[config.mk]
export PLATFORM = sky130hd
export DESIGN_NAME = pc_sequencer
export DESIGN_NICKNAME = d
export VERILOG_FILES = /design/src/rtl/pc_sequencer.sv
export SDC_FILE = /design/constraint.sdc
export NUM_CORES = 1
export LEC_CHECK = 0
export ABC_AREA = 1
export BUFFER_PORTS_ARGS = -buffer_cell sky130_fd_sc_hd__clkbuf_2
export CAP_MARGIN = 15
export CORE_ASPECT_RATIO = 2
export CORE_MARGIN = 10
export CORE_UTILIZATION = 58
export DETAILED_ROUTE_END_ITERATION = 16
export PLACE_DENSITY = 0.8
export SLEW_MARGIN = 20
export SYNTH_ARGS = -nofsm -noshare
export SYNTH_HDL_FRONTEND = slang
export SYNTH_SLANG_ARGS = --single-unit
export TNS_END_PERCENT = 30
[constraint.sdc]
create_clock -name clk -period 2.93 [get_ports clk]
set_input_delay 0.7325 -clock clk [delete_from_list [all_inputs] [get_ports clk]]
set_output_delay 0.7325 -clock clk [all_outputs]
set_load 0.01 [all_outputs]
[src/rtl/pc_sequencer.sv]
// Fetch-stage program counter with prioritised next-address selection
// (stall > ret > call > branch > sequential) and a circular return-address stack.
module pc_sequencer #(
  parameter int unsigned     ADDR_WIDTH   = 32,
  parameter longint unsigned RESET_VECTOR = 0,
  parameter int unsigned     INC          = 4,
  parameter int unsigned     RAS_DEPTH    = 4
) (
  input  logic                             clk,
  input  logic                             reset,
  input  logic                             stall,
  input  logic                             branchTaken,
  input  logic [ADDR_WIDTH-1:0]            branchTarget,
  input  logic                             call,
  input  logic [ADDR_WIDTH-1:0]            callTarget,
  input  logic                             ret,
  output logic [ADDR_WIDTH-1:0]            addressOut,
  output logic [$clog2(RAS_DEPTH+1)-1:0]   rasCount,
  output logic                             rasEmpty,
  output logic                             rasFull,
  output logic                             rasOverflow,
  output logic                             rasUnderflow
);

  localparam int unsigned PTR_W = $clog2(RAS_DEPTH);
  localparam int unsigned CNT_W = $clog2(RAS_DEPTH + 1);

  localparam logic [ADDR_WIDTH-1:0] RV_W     = ADDR_WIDTH'(RESET_VECTOR);
  localparam logic [ADDR_WIDTH-1:0] INC_W    = ADDR_WIDTH'(INC);
  localparam logic [PTR_W-1:0]      PTR_LAST = PTR_W'(RAS_DEPTH - 1);
  localparam logic [CNT_W-1:0]      CNT_FULL = CNT_W'(RAS_DEPTH);
  localparam logic [CNT_W-1:0]      CNT_ONE  = CNT_W'(1);

  logic [ADDR_WIDTH-1:0] pc_q, pc_d;
  logic [PTR_W-1:0]      ptr_q, ptr_d;
  logic [CNT_W-1:0]      cnt_q, cnt_d;
  logic                  ovf_q, ovf_d;
  logic                  unf_q, unf_d;

  logic [ADDR_WIDTH-1:0] ras_mem [RAS_DEPTH];
  logic [ADDR_WIDTH-1:0] pc_inc;
  logic [PTR_W-1:0]      ptr_next;
  logic [PTR_W-1:0]      ptr_prev;
  logic                  push_en;

  // ptr_q names the slot the next push writes; the top entry sits one below it.
  assign pc_inc   = pc_q + INC_W;
  assign ptr_next = (ptr_q == PTR_LAST) ? '0 : ptr_q + PTR_W'(1);
  assign ptr_prev = (ptr_q == '0) ? PTR_LAST : ptr_q - PTR_W'(1);

  always_comb begin
    pc_d    = pc_q;
    ptr_d   = ptr_q;
    cnt_d   = cnt_q;
    ovf_d   = 1'b0;
    unf_d   = 1'b0;
    push_en = 1'b0;
    if (!stall) begin
      if (ret) begin
        if (cnt_q != '0) begin
          pc_d  = ras_mem[ptr_prev];
          ptr_d = ptr_prev;
          cnt_d = cnt_q - CNT_ONE;
        end else begin
          pc_d  = pc_inc;
          unf_d = 1'b1;
        end
      end else if (call) begin
        // When full, the write slot already holds the oldest entry, so it is simply overwritten.
        push_en = 1'b1;
        ptr_d   = ptr_next;
        pc_d    = callTarget;
        if (cnt_q == CNT_FULL) begin
          ovf_d = 1'b1;
        end else begin
          cnt_d = cnt_q + CNT_ONE;
        end
      end else if (branchTaken) begin
        pc_d = branchTarget;
      end else begin
        pc_d = pc_inc;
      end
    end
  end

  always_ff @(posedge clk or posedge reset) begin
    if (reset) begin
      pc_q  <= RV_W;
      ptr_q <= '0;
      cnt_q <= '0;
      ovf_q <= 1'b0;
      unf_q <= 1'b0;
    end else begin
      pc_q  <= pc_d;
      ptr_q <= ptr_d;
      cnt_q <= cnt_d;
      ovf_q <= ovf_d;
      unf_q <= unf_d;
    end
  end

  // Stack contents are never cleared; the count alone decides what is valid.
  always_ff @(posedge clk) begin
    if (push_en) begin
      ras_mem[ptr_q] <= pc_inc;
    end
  end

  assign addressOut   = pc_q;
  assign rasCount     = cnt_q;
  assign rasEmpty     = (cnt_q == '0);
  assign rasFull      = (cnt_q == CNT_FULL);
  assign rasOverflow  = ovf_q;
  assign rasUnderflow = unf_q;

endmodule
==> run summary, run 1 <==
### Status
• **run status** finished clean

### Route
• **wirelength, routed** 23.4 mm
• **number of nets still failing antenna checks after routing** 0
• **detailed-router iteration count before antenna repair** 5
• **First DRT Iteration DRCs** 478
• **vias post-DR** 6909
• **routed vias/inst** 5.83
• **number of design rule violations left after detail routing** 0
• **final routed wire length divided by cell count** 19.7 um

### STA
• **Final setup violation count** 0
• **worst relative slew slack** 0.519
• **final max-slew violation count** 0
• **post-route setup TNS** 0 ns
• **Slew @ Worst Pin** 0.721 ns
• **Fin. Hold Viols** 0
• **final critical-path share of the clock period** 0.776
• **max frequency** 440 MHz
• **RSZ-0062 raised after global routing** false
• **crit path time final** 2.27 ns
• **clock skew** 0.0114 ns

### Worst setup path
• **crit path capture** addressOut[15]
• **Worst path slowest cell** sky130_fd_sc_hd__dfrtp_1
• **instance count on the critical path** 10
• **crit path launch type** flop
• **delay contributed by the slowest stage of the critical path** 0.44 ns
• **CP cell instances** inv_1, ha_1, inv_1, nand2_2, inv_2, buf_12, o21ai_0, o22ai_1, a21oi_1, a21oi_1
• **largest driver fanout on the critical path** 62
• **crit path from** ptr_q[0]
• **data arrival time of the critical path** 2.61 ns
• **worst r2r dst** addressOut[15]
• **source of the worst register-to-register timing path** ptr_q[0]
• **worst setup path class** reg2reg
• **buffers and inverters on the worst path** 4
• **required time worst endpoint** 3.27 ns
• **CP top delay family** buffers and inverters
• **path depth of the worst reg2reg path** 10
• **R2R setup slack** 0.66 ns
• **endpoint kind of the worst setup timing path** flop

### Die
• **die outline area** 19700 um^2
• **die extent in x** 104 um
• **number of core rows** 61
• **total I/O pin count** 109
• **area of the core** 14000 um^2
• **initial cell density of the core** 0.591
• **y dimension of the die** 189 um

### Synth
• **Adder-Cell Fraction of Synth Area** 0.0100
• **simple-gate share of the synthesized area** 0.244
• **compound-gate portion of the synthesized area** 0.0860
• **sequential cell area fraction in the yosys report** 0.583
• **Yosys Warn Count** 0
• **average cell area after synthesis** 9.43 um^2
• **Synth async-reset ratio** 0.234
• **net count after synthesis** 952
• **xor and xnor fraction of the mapped netlist area** 0.0236
• **top_reg_cell synth** sky130_fd_sc_hd__edfxtp_1
• **dominant cell type by area after synthesis** sky130_fd_sc_hd__edfxtp_1
• **Post-synth EDFFs** 128
• **number of flip-flops and latches in the synthesized netlist** 167
• **share of the synthesized area in the top cell type** 0.465
• **area of the mapped netlist** 8260 um^2
• **dominant combinational cell family by area after synthesis** simple AND/OR/NAND/NOR gates
• **Synth area leaders** sky130_fd_sc_hd__edfxtp_1 47%, sky130_fd_sc_hd__dfrtp_1 12%, sky130_fd_sc_hd__nand2_1 10%, sky130_fd_sc_hd__nor2_1 4.8%, sky130_fd_sc_hd__nand3_1 4.7%
• **unique cell type count in the Yosys netlist** 44
• **number of cells produced by synthesis** 876
• **fraction of synthesized area in multiplexers** 0

### Cells and area
• **commonest non-fill, non-tap cell in the layout** sky130_fd_sc_hd__nand2_1
• **highest-count cells in the layout ignoring fill and taps** 220 x sky130_fd_sc_hd__nand2_1, 128 x sky130_fd_sc_hd__edfxtp_1, 108 x sky130_fd_sc_hd__clkbuf_2, 101 x sky130_fd_sc_hd__nor2_1, 77 x sky130_fd_sc_hd__nand3_1
• **nets@finish** 1060
• **area delta synth->final** 16.2%
• **number of antenna cells inserted** 0
• **final-layout fill cell count** 1071
• **share of final-layout standard cells stronger than drive strength 1** 0.209

### Clock tree
• **Resized Gates After CTS** 0
• **number of levels the H-tree was split into** 4
• **number of setup buffers added after CTS** 0
• **number of buffers created by CTS** 17
• **source-to-sink clock delay at the later pin of the worst-skew pair** 0.43 ns
• **hold buffers post-CTS** 0
• **number of buffers on the longest clock path** 2
• **# clock sinks** 167
• **buffer type at the clock tree root** sky130_fd_sc_hd__clkbuf_16
• **Clk pin slew, worst setup/hold paths** 0.07 ns
• **clock tree from TritonCTS** built

### Power and ir drop
• **maximum ir drop on the vdd rail** 846 uV
• **Switching Share** 0.411
• **static leakage** 3.97 nW
• **reported net switching power** 3.86 mW
• **cell internal power dissipation** 5.53 mW
• **combinational power share** 0.387
• **Final Total Pwr** 9.38 mW
• **clock group share of total power** 0.226
• **relative contribution of sequential cells to total power** 0.387
• **areal power density over the cells** 978 nW/um^2

### GRT
• **pin count of the biggest net entering global routing** 63
• **global-route wire length before repair** 36.5 mm
• **antenna violations before repair** 0
• **vias in the first global route** 7054
• **grt total ovfl** 0
• **global router's overall resource usage** 0.235

### Flow run
• **max-cap violation count** 0

### Place
• **Port Buf Inserts** 108
• **hpwl dp** 15.6 mm
• **routability congestion estimate from global placement** 0.861

### Hold path
• **class of the most critical hold timing path** in2async

## per-stage QoR
stage | util | instances | setup slack [ns] | area [um^2] | hold WS (ns)
3_5_place_dp | 0.648 | 1154 | 0.619 | 9040 | 0.495
5_1_grt | 0.687 | 1186 | 0.431 | 9600 | 0.484
3_3_place_gp | 0.648 | 1154 | 0.689 | 9040 | 0.482
6_report | 0.687 | 1186 | 0.658 | 9600 | 0.444
2_1_floorplan | - | 876 | -0.288 | 8260 | 0.498
4_1_cts | 0.687 | 1186 | 0.656 | 9600 | 0.461
## kinds of logic after synthesis
| family | Yosys count |
|---|---|
| and+or+nand+nor | 458 |
| xor gates and xnor gates | 18 |
| DFF | 167 |
| buffers and inverters | 105 |
| AOI/OAI and AO/OA | 122 |
| adders and majority gates | 6 |
## power groups by stage
stage / combinational [mW] / sequential [mW] / clock [mW]
after floorplan: 2.36 / 3.61 / 0
after global placement: 3.46 / 3.64 / 0
after detailed placement: 3.59 / 3.66 / 0
after CTS: 3.63 / 3.61 / 2.12
after global routing: 4.03 / 3.66 / 2.24
final: 3.64 / 3.63 / 2.12
## flip-flops by register name (all words and copies together), names as in the netlist
name / count
addressOut: 32
ptr_q: 2
rasCount: 3
rasOverflow: 1
rasUnderflow: 1
ras_mem: 128
## worst min-delay path: stages
cell,delay (ns)
sky130_fd_sc_hd__clkbuf_2,0.09
sky130_fd_sc_hd__inv_2,0.03
sky130_fd_sc_hd__buf_4,0.49
## worst min-delay path by stage
| stage | startpoint | to | slack (ns) | cells past startpoint |
|---|---|---|---|---|
| floorplan | addressOut[0] | ras_mem[0][0] | 0.50 | 0 |
| global placement | rasCount[0] | rasCount[0] | 0.48 | 1 |
| detailed placement | rasCount[0] | rasCount[0] | 0.50 | 1 |
| CTS | reset | rasOverflow | 0.46 | 3 |
| global route | reset | rasOverflow | 0.48 | 3 |
| finish | reset | rasOverflow | 0.44 | 3 |
## routing by layer
layer / global-route usage / share of wire
met4: 0.139 / 0.047
met3: 0.0437 / 0.079
met5: 0 / 0
met1: 0.248 / 0.34
met2: 0.423 / 0.53
## area by class of cell
cell class                 count  area [um^2]  area share
sequential                   167         4820       0.502
inverter                      66          253      0.0263
clock inverter                12          119      0.0124
multi-input combinational    604         3020       0.315
timing repair buffer         128          716      0.0745
clock buffer                  20          437      0.0455
tap                          189          236      0.0246
## synthesized netlist by cell type, types with 2 or more instances
library cell and n:
sky130_fd_sc_hd__nand2_2 8, sky130_fd_sc_hd__ha_1 5, sky130_fd_sc_hd__a31oi_1 3, sky130_fd_sc_hd__nand3_1 77, sky130_fd_sc_hd__a21oi_1 31, sky130_fd_sc_hd__nor3b_1 2
sky130_fd_sc_hd__dfrtp_1 39, sky130_fd_sc_hd__buf_2 17, sky130_fd_sc_hd__or2_2 3, sky130_fd_sc_hd__nor2_2 8, sky130_fd_sc_hd__inv_1 59, sky130_fd_sc_hd__xnor2_2 2
sky130_fd_sc_hd__and2_1 7, sky130_fd_sc_hd__buf_4 2, sky130_fd_sc_hd__nor3_1 2, sky130_fd_sc_hd__nor2_1 106, sky130_fd_sc_hd__xor2_1 11, sky130_fd_sc_hd__nand3_2 2
sky130_fd_sc_hd__nand2_1 221, sky130_fd_sc_hd__clkbuf_1 19, sky130_fd_sc_hd__a22oi_1 3, sky130_fd_sc_hd__xnor2_1 2, sky130_fd_sc_hd__a22o_1 3, sky130_fd_sc_hd__nor2_4 7
sky130_fd_sc_hd__nand4_1 7, sky130_fd_sc_hd__o21ai_1 4, sky130_fd_sc_hd__o22ai_1 13, sky130_fd_sc_hd__a221oi_1 5, sky130_fd_sc_hd__xor2_2 3, sky130_fd_sc_hd__inv_2 5
sky130_fd_sc_hd__a211oi_1 9, sky130_fd_sc_hd__nand3b_1 6, sky130_fd_sc_hd__o21ai_0 46, sky130_fd_sc_hd__a21oi_2 2, sky130_fd_sc_hd__edfxtp_1 128
Power figures use the tool's default switching activity.
==> inputs of run 2 (changes only) <==
--- a/config.mk
+++ b/config.mk
@@ -10,9 +10,9 @@
 export CAP_MARGIN = 15
 export CORE_ASPECT_RATIO = 2
 export CORE_MARGIN = 10
-export CORE_UTILIZATION = 58
+export CORE_UTILIZATION = 52
 export DETAILED_ROUTE_END_ITERATION = 16
-export PLACE_DENSITY = 0.8
+export PLACE_DENSITY = 0.76
 export SLEW_MARGIN = 20
 export SYNTH_ARGS = -nofsm -noshare
 export SYNTH_HDL_FRONTEND = slang
==> constraint.sdc (replaced) <==
create_clock -name clk -period 1.94 [get_ports clk]
set_input_delay 0.485 -clock clk [delete_from_list [all_inputs] [get_ports clk]]
set_output_delay 0.485 -clock clk [all_outputs]
set_load 0.01 [all_outputs]
==> run 2 against run 1 <==
Compared with the run above:
- critical endpoint is now rasEmpty
- wire length rose by 5.8%
- clock power rose by 50%
- global-route usage fell by 0.83 points
- sequential power rose by 48%
- combinational power rose by 81%
- core utilization fell by 3.7 points
- clock skew fell by 0.0054 ns
- first-iteration DRC count rose by 9.4%
- via count rose by 1.2%
==> run summary, run 2 (synthesized netlist as in run 1, its figures left out) <==
### Status
• **run status** finished clean

### GRT
• **global-route wire length before repair** 37.0 mm, +1.2%
• **fraction of met1 tracks used by global routing** 0.238, -0.0106
• **antenna violations before repair** 0, unchanged
• **grt total ovfl** 0, unchanged
• **met3 track demand over resource** 0.0423, -0.00141
• **pin count of the biggest net entering global routing** 40, -37%
• **global-route layer with the greatest usage** met2
• **met2 demand-to-capacity share in global routing** 0.405, -0.0178
• **global router's overall resource usage** 0.227, -0.00826
• **vias in the first global route** 6988, -0.94%

### Die
• **number of core rows** 65, +6.6%
• **area of the core** 15700 um^2, +12%
• **die extent in x** 109 um, +4.5%
• **y dimension of the die** 198 um, +5.0%
• **initial cell density of the core** 0.526, -0.0652
• **die outline area** 21600 um^2, +9.8%
• **total I/O pin count** 109, unchanged

### Cells and area
• **Biggest register** ras_mem
• **post-route standard cell area excluding fillers** 10200 um^2, +6.3%
• **highest-count cells in the layout ignoring fill and taps** 219 x sky130_fd_sc_hd__nand2_1, 128 x sky130_fd_sc_hd__edfxtp_1, 108 x sky130_fd_sc_hd__clkbuf_2, 101 x sky130_fd_sc_hd__nor2_1, 77 x sky130_fd_sc_hd__nand3_1
• **number of non-filler instances in the completed layout** 1243, +4.8%
• **number of antenna cells inserted** 0, unchanged
• **final core utilization** 0.650, -0.0370
• **share of final-layout standard cells stronger than drive strength 1** 0.245, +0.0361
• **max FFs per register** 128, unchanged
• **area delta synth->final** 23.6%
• **commonest non-fill, non-tap cell in the layout** sky130_fd_sc_hd__nand2_1
• **nets@finish** 1105, +4.2%

### Clock tree
• **buffer type at the clock tree root** sky130_fd_sc_hd__clkbuf_16
• **source-to-sink clock delay at the later pin of the worst-skew pair** 0.43 ns, about the same
• **# clock sinks** 167, unchanged
• **number of buffers created by CTS** 17, unchanged
• **number of levels the H-tree was split into** 4, unchanged
• **Clk pin slew, worst setup/hold paths** 0.06 ns, about the same
• **clock tree from TritonCTS** built
• **number of buffers on the longest clock path** 2, unchanged

### Worst setup path
• **data arrival time of the critical path** 1.39 ns, -1.22 ns
• **endpoint kind of the worst setup timing path** output pin
• **CP cell instances** inv_1, nand3_1, inv_2, clkbuf_2
• **crit path launch type** flop
• **Worst path slowest cell** sky130_fd_sc_hd__dfrtp_1
• **CP top delay family** flip-flops
• **largest driver fanout on the critical path** 3, -95%
• **buffers and inverters on the worst path** 3, -1
• **worst setup path class** reg2out
• **delay contributed by the slowest stage of the critical path** 0.42 ns, -0.02 ns
• **required time worst endpoint** 1.45 ns, -1.82 ns

### STA
• **final critical-path share of the clock period** 0.968
• **Final setup violation count** 0, unchanged
• **Slew @ Worst Pin** 0.491 ns, -0.230 ns
• **max frequency** 533 MHz
• **final max-slew violation count** 0, unchanged
• **clock skew** 0.00598 ns, -0.00537 ns
• **post-route setup TNS** 0 ns, unchanged
• **minimum setup slack in the final design** 0.0625 ns, -0.595 ns
• **crit path time final** 1.88 ns
• **Fin. Hold Viols** 0, unchanged
• **worst relative slew slack** 0.671, +0.153

### Route
• **wirelength, routed** 24.7 mm, +5.8%
• **First DRT Iteration DRCs** 523, +9.4%
• **vias post-DR** 6992, +1.2%
• **detailed-router iteration count before antenna repair** 5, unchanged
• **number of nets still failing antenna checks after routing** 0, unchanged
• **number of design rule violations left after detail routing** 0, unchanged
• **final routed wire length divided by cell count** 19.9 um, +0.93%
• **routed vias/inst** 5.63, -3.4%

### Place
• **Port Buf Inserts** 108, unchanged
• **cell count after placement** 1208, +4.7%
• **hpwl dp** 17.4 mm, +12%
• **cell area reported after detailed placement** 9600 um^2, +6.1%
• **routability congestion estimate from global placement** 0.947, +10%
• **worst-case setup slack after placement** -0.00805 ns, -0.627 ns

### Hold path
• **class of the most critical hold timing path** in2async

### Power and ir drop
• **areal power density over the cells** 1490 nW/um^2, +52%
• **maximum ir drop on the vdd rail** 1100 uV, +30%
• **static leakage** 4.27 nW, +7.6%

### Flow run
• **max-cap violation count** 0, unchanged

[run 2: changes by cell type in the layout (fill, tap and decap cells not counted), moves of 2 or more]
| cell | delta |
|---|---|
| sky130_fd_sc_hd__nor2_2 | -5 |
| sky130_fd_sc_hd__inv_6 | -5 |
| sky130_fd_sc_hd__nor2_4 | +5 |
| sky130_fd_sc_hd__clkinvlp_4 | -3 |
| sky130_fd_sc_hd__nand2_4 | +2 |
| sky130_fd_sc_hd__buf_4 | +29 |
| sky130_fd_sc_hd__buf_12 | +15 |
| sky130_fd_sc_hd__clkbuf_8 | +3 |
| sky130_fd_sc_hd__clkinv_2 | +4 |
| sky130_fd_sc_hd__clkinv_1 | +2 |
[run 2: layout make-up]
type / instances / area, um^2
clock inverters: 9 / 76.3
flip-flops and latches: 167 / 4820
fillers: 1269 / 5490
clock buffers: 23 / 478
inverters: 66 / 258
repair buffers: 173 / 1260
multi-input cells: 604 / 3070
well taps: 201 / 251
[run 2: where the power goes]
part | internal (mW) | switching [mW] | leakage [nW]
sequential | 4.79 | 0.581 | 1.61
combinational | 2.45 | 4.15 | 2.40
clock | 1.85 | 1.34 | 0.266
[run 2: worst paths after layout]
check                      slack, ns  cells past startpoint              to      startpoint
setup / recovery                0.06                      4        rasEmpty     rasCount[1]
hold / removal                  0.07                      3     rasOverflow           reset
setup reg to reg                0.10                      6  ras_mem[0][23]   addressOut[4]
hold reg to reg                 0.53                      1     rasCount[0]     rasCount[0]
max in group asynchronous       1.63                      3   addressOut[7]           reset
min in group clk                0.38                      5  addressOut[11]  callTarget[11]
[run 2: timing repair]
item                                    CTS  global route
endpoints found under the setup margin    4            21
hold endpoints to repair                  0             0
cloned                                    0             1
resized for setup                         1             5
buffers inserted                          0             2
pin swaps                                 0             0
hold buffers                              0             0
[run 2: layer usage]
| metal | vias to the layer above | share of wire |
|---|---|---|
| li1 | 3258 | - |
| met1 | 3360 | 0.35 |
| met2 | 306 | 0.54 |
| met3 | 68 | 0.067 |
| met4 | 0 | 0.045 |
| met5 | - | 0 |
[run 2: stage by stage]
step	hold slack (ns)	power (mW)
after global placement	0.519	11.6
final	0.0739	15.2
after floorplan	0.498	9.05
after CTS	0.0729	15.0
after detailed placement	0.529	11.8
after global routing	0.0819	15.9
[run 2: worst register-to-register path, cell delays in order, from the launching register on]
cell	delay, ns
sky130_fd_sc_hd__dfrtp_1	0.51
sky130_fd_sc_hd__nand3_2	0.16
sky130_fd_sc_hd__nor2_2	0.19
sky130_fd_sc_hd__nor3b_2	0.28
sky130_fd_sc_hd__buf_4	0.17
sky130_fd_sc_hd__nand3_1	0.07
sky130_fd_sc_hd__and2_1	0.21
==> inputs of run 3 (changes only) <==
--- a/config.mk
+++ b/config.mk
@@ -9,9 +9,9 @@
 export BUFFER_PORTS_ARGS = -buffer_cell sky130_fd_sc_hd__clkbuf_2
 export CAP_MARGIN = 15
 export CORE_ASPECT_RATIO = 2
-export CORE_MARGIN = 10
 export CORE_UTILIZATION = 52
 export DETAILED_ROUTE_END_ITERATION = 16
+export GPL_TIMING_DRIVEN = 0
 export PLACE_DENSITY = 0.76
 export SLEW_MARGIN = 20
 export SYNTH_ARGS = -nofsm -noshare
==> run 3 against run 2 <==
Compared with the run above:
- the run now ends with setup timing left
- cell count decreased by 1.8%
- wire length rose by 3.9%
- die area down 24%
- clock skew up 0.0049 ns
- combinational power fell by 3.2%
- clock-buffer cell count fell by 5
- critical path depth up 2
- register-to-register slack worse by 0.10 ns
- sequential power increased by 2%
- total power up 0.67%
- flip-flop and latch count unchanged
- clock power grew 6%
- highest routed layer unchanged
==> run summary, run 3 (synthesized netlist as in run 1, its figures left out) <==
### GRT
• **global-route layer with the greatest usage** met2
• **grt total ovfl** 0, unchanged
• **global-route wire length before repair** 37.5 mm, +1.4%
• **met3 track demand over resource** 0.0498, +0.00746
• **pin count of the biggest net entering global routing** 33, -18%
• **global router's overall resource usage** 0.314, +0.0866
• **met2 demand-to-capacity share in global routing** 0.573, +0.168
• **vias in the first global route** 6772, -3.1%
• **antenna violations before repair** 0, unchanged
• **fraction of met1 tracks used by global routing** 0.333, +0.0955

### Clock tree
• **buffer type at the clock tree root** sky130_fd_sc_hd__clkbuf_16
• **number of levels the H-tree was split into** 4, unchanged
• **number of buffers created by CTS** 17, unchanged
• **# clock sinks** 167, unchanged
• **clock tree from TritonCTS** built
• **source-to-sink clock delay at the later pin of the worst-skew pair** 0.44 ns, about the same
• **Clk pin slew, worst setup/hold paths** 0.07 ns, about the same
• **number of buffers on the longest clock path** 2, unchanged

### Route
• **number of design rule violations left after detail routing** 0, unchanged
• **detailed-router iteration count before antenna repair** 6, +1
• **vias post-DR** 7086, +1.3%
• **final routed wire length divided by cell count** 21.0 um, +5.8%
• **First DRT Iteration DRCs** 710, +36%
• **wirelength, routed** 25.7 mm, +3.9%
• **routed vias/inst** 5.80, +3.2%
• **number of nets still failing antenna checks after routing** 0, unchanged

### STA
• **worst relative slew slack** 0.443, -0.229
• **worst hold slack** 0.0431 ns, -0.0308 ns
• **minimum setup slack in the final design** -0.00380 ns, -0.0663 ns
• **Fin. Hold Viols** 0, unchanged
• **Final setup violation count** 1, +1
• **Slew @ Worst Pin** 0.836 ns, +0.345 ns
• **RSZ-0062 raised after global routing** true
• **final critical-path share of the clock period** 1.00, +0.0342
• **max frequency** 514 MHz, -3.4%
• **crit path time final** 1.94 ns, +0.0663 ns
• **clock skew** 0.0109 ns, +0.00493 ns
• **final max-slew violation count** 0, unchanged

### Cells and area
• **share of final-layout standard cells stronger than drive strength 1** 0.239, -0.00621
• **number of antenna cells inserted** 0, unchanged
• **number of non-filler instances in the completed layout** 1221, -1.8%
• **nets@finish** 1086, -1.7%
• **sequential cell area in the final layout** 4830 um^2, +0.13%
• **area used by multi-input combinational logic** 3100 um^2, +1.1%
• **highest-count cells in the layout ignoring fill and taps** 219 x sky130_fd_sc_hd__nand2_1, 128 x sky130_fd_sc_hd__edfxtp_1, 112 x sky130_fd_sc_hd__clkbuf_2, 100 x sky130_fd_sc_hd__nor2_1, 76 x sky130_fd_sc_hd__nand3_1
• **Biggest register** ras_mem
• **max FFs per register** 128, unchanged
• **area delta synth->final** 20.4%
• **final-layout fill cell count** 1272, +0.24%
• **commonest non-fill, non-tap cell in the layout** sky130_fd_sc_hd__nand2_1

### Status
• **violated checks** setup timing
• **run status** finished, violations left

### Hold path
• **class of the most critical hold timing path** in2async

### Die
• **initial cell density of the core** 0.537, +0.0110
• **y dimension of the die** 180 um, -9.1%
• **die outline area** 16400 um^2, -24%
• **total I/O pin count** 109, unchanged
• **number of core rows** 64, -1.5%
• **die extent in x** 91.1 um, -16%
• **area of the core** 15400 um^2, -2.0%

### Worst setup path
• **worst r2r dst** addressOut[5]
• **buffers and inverters on the worst path** 2, -1
• **required time worst endpoint** 2.28 ns, +0.83 ns
• **path depth of the worst reg2reg path** 6, unchanged
• **CP top delay family** compound AO/OA/AOI/OAI gates
• **data arrival time of the critical path** 2.28 ns, +0.89 ns
• **endpoint kind of the worst setup timing path** flop
• **worst setup path class** reg2reg
• **CP cell instances** inv_1, nand3_2, o22ai_2, buf_2, a21oi_1, a22oi_1
• **source of the worst register-to-register timing path** rasCount[0]
• **R2R setup slack** -0.004 ns, -0.10 ns
• **Worst path slowest cell** sky130_fd_sc_hd__o22ai_2
• **largest driver fanout on the critical path** 10, +7
• **crit path launch type** flop
• **delay contributed by the slowest stage of the critical path** 0.44 ns, +0.02 ns

### Power and ir drop
• **static leakage** 4.14 nW, -3.1%
• **maximum ir drop on the vdd rail** 995 uV, -9.6%
• **areal power density over the cells** 1530 nW/um^2, +3.3%

### Place
• **hpwl dp** 17.5 mm, +0.53%
• **routability congestion estimate from global placement** 0.919, -3.0%
• **Port Buf Inserts** 107, -0.93%
• **cell count after placement** 1182, -2.2%
• **worst-case setup slack after placement** -0.800 ns, -0.792 ns

### Flow run
• **max-cap violation count** 0, unchanged

## run 3: final cells by class
class                      instances  share of cell area
multi-input combinational        605               0.312
sequential                       167               0.485
tap                              198              0.0249
buffer                            38              0.0282
inverter                          66              0.0255
clock inverter                    14              0.0150
timing repair buffer             115              0.0664
clock buffer                      18              0.0431
## run 3: where the power goes
group	internal (mW)	switching, mW	leakage, nW
logic	2.18	4.22	2.25
registers	4.80	0.694	1.60
clock network	1.91	1.47	0.282
total	8.88	6.38	4.14
## run 3: how the worst max path moves through the flow
stage	from	cells past startpoint	slack [ns]	end
final	rasCount[0]	6	-0.004	addressOut[5]
after global routing	ptr_q[0]	11	-0.04	addressOut[16]
after CTS	ptr_q[0]	4	-0.10	ras_mem[3][27]
after detailed placement	stall	5	-0.80	ras_mem[0][0]
after global placement	stall	5	-0.79	ras_mem[0][0]
after floorplan	ret	5	0.03	ras_mem[0][0]
## run 3: stage by stage
step	power (mW)	TNS [ns]	instance area (um^2)	utilization
2_1_floorplan	9.05	0	8310	-
3_3_place_gp	11.0	-122.34	9100	0.592
3_5_place_dp	11.2	-112.75	9120	0.593
4_1_cts	14.9	-9.41	9800	0.638
5_1_grt	15.9	-0.290	9950	0.647
6_report	15.3	-0.00380	9950	0.647
## run 3: repair_timing
item,in CTS,in global routing
gates cloned,0,1
endpoints found under the setup margin,173,86
hold buffers,0,0
setup buffers,3,1
pin swaps,2,0
resized for setup,38,21
## run 3: metal layers
| metal | wire [um] | share of wire |
|---|---|---|
| met5 | 0 | 0 |
| met4 | 1340 | 0.052 |
| met3 | 1740 | 0.068 |
| met2 | 13800 | 0.54 |
| met1 | 8850 | 0.34 |
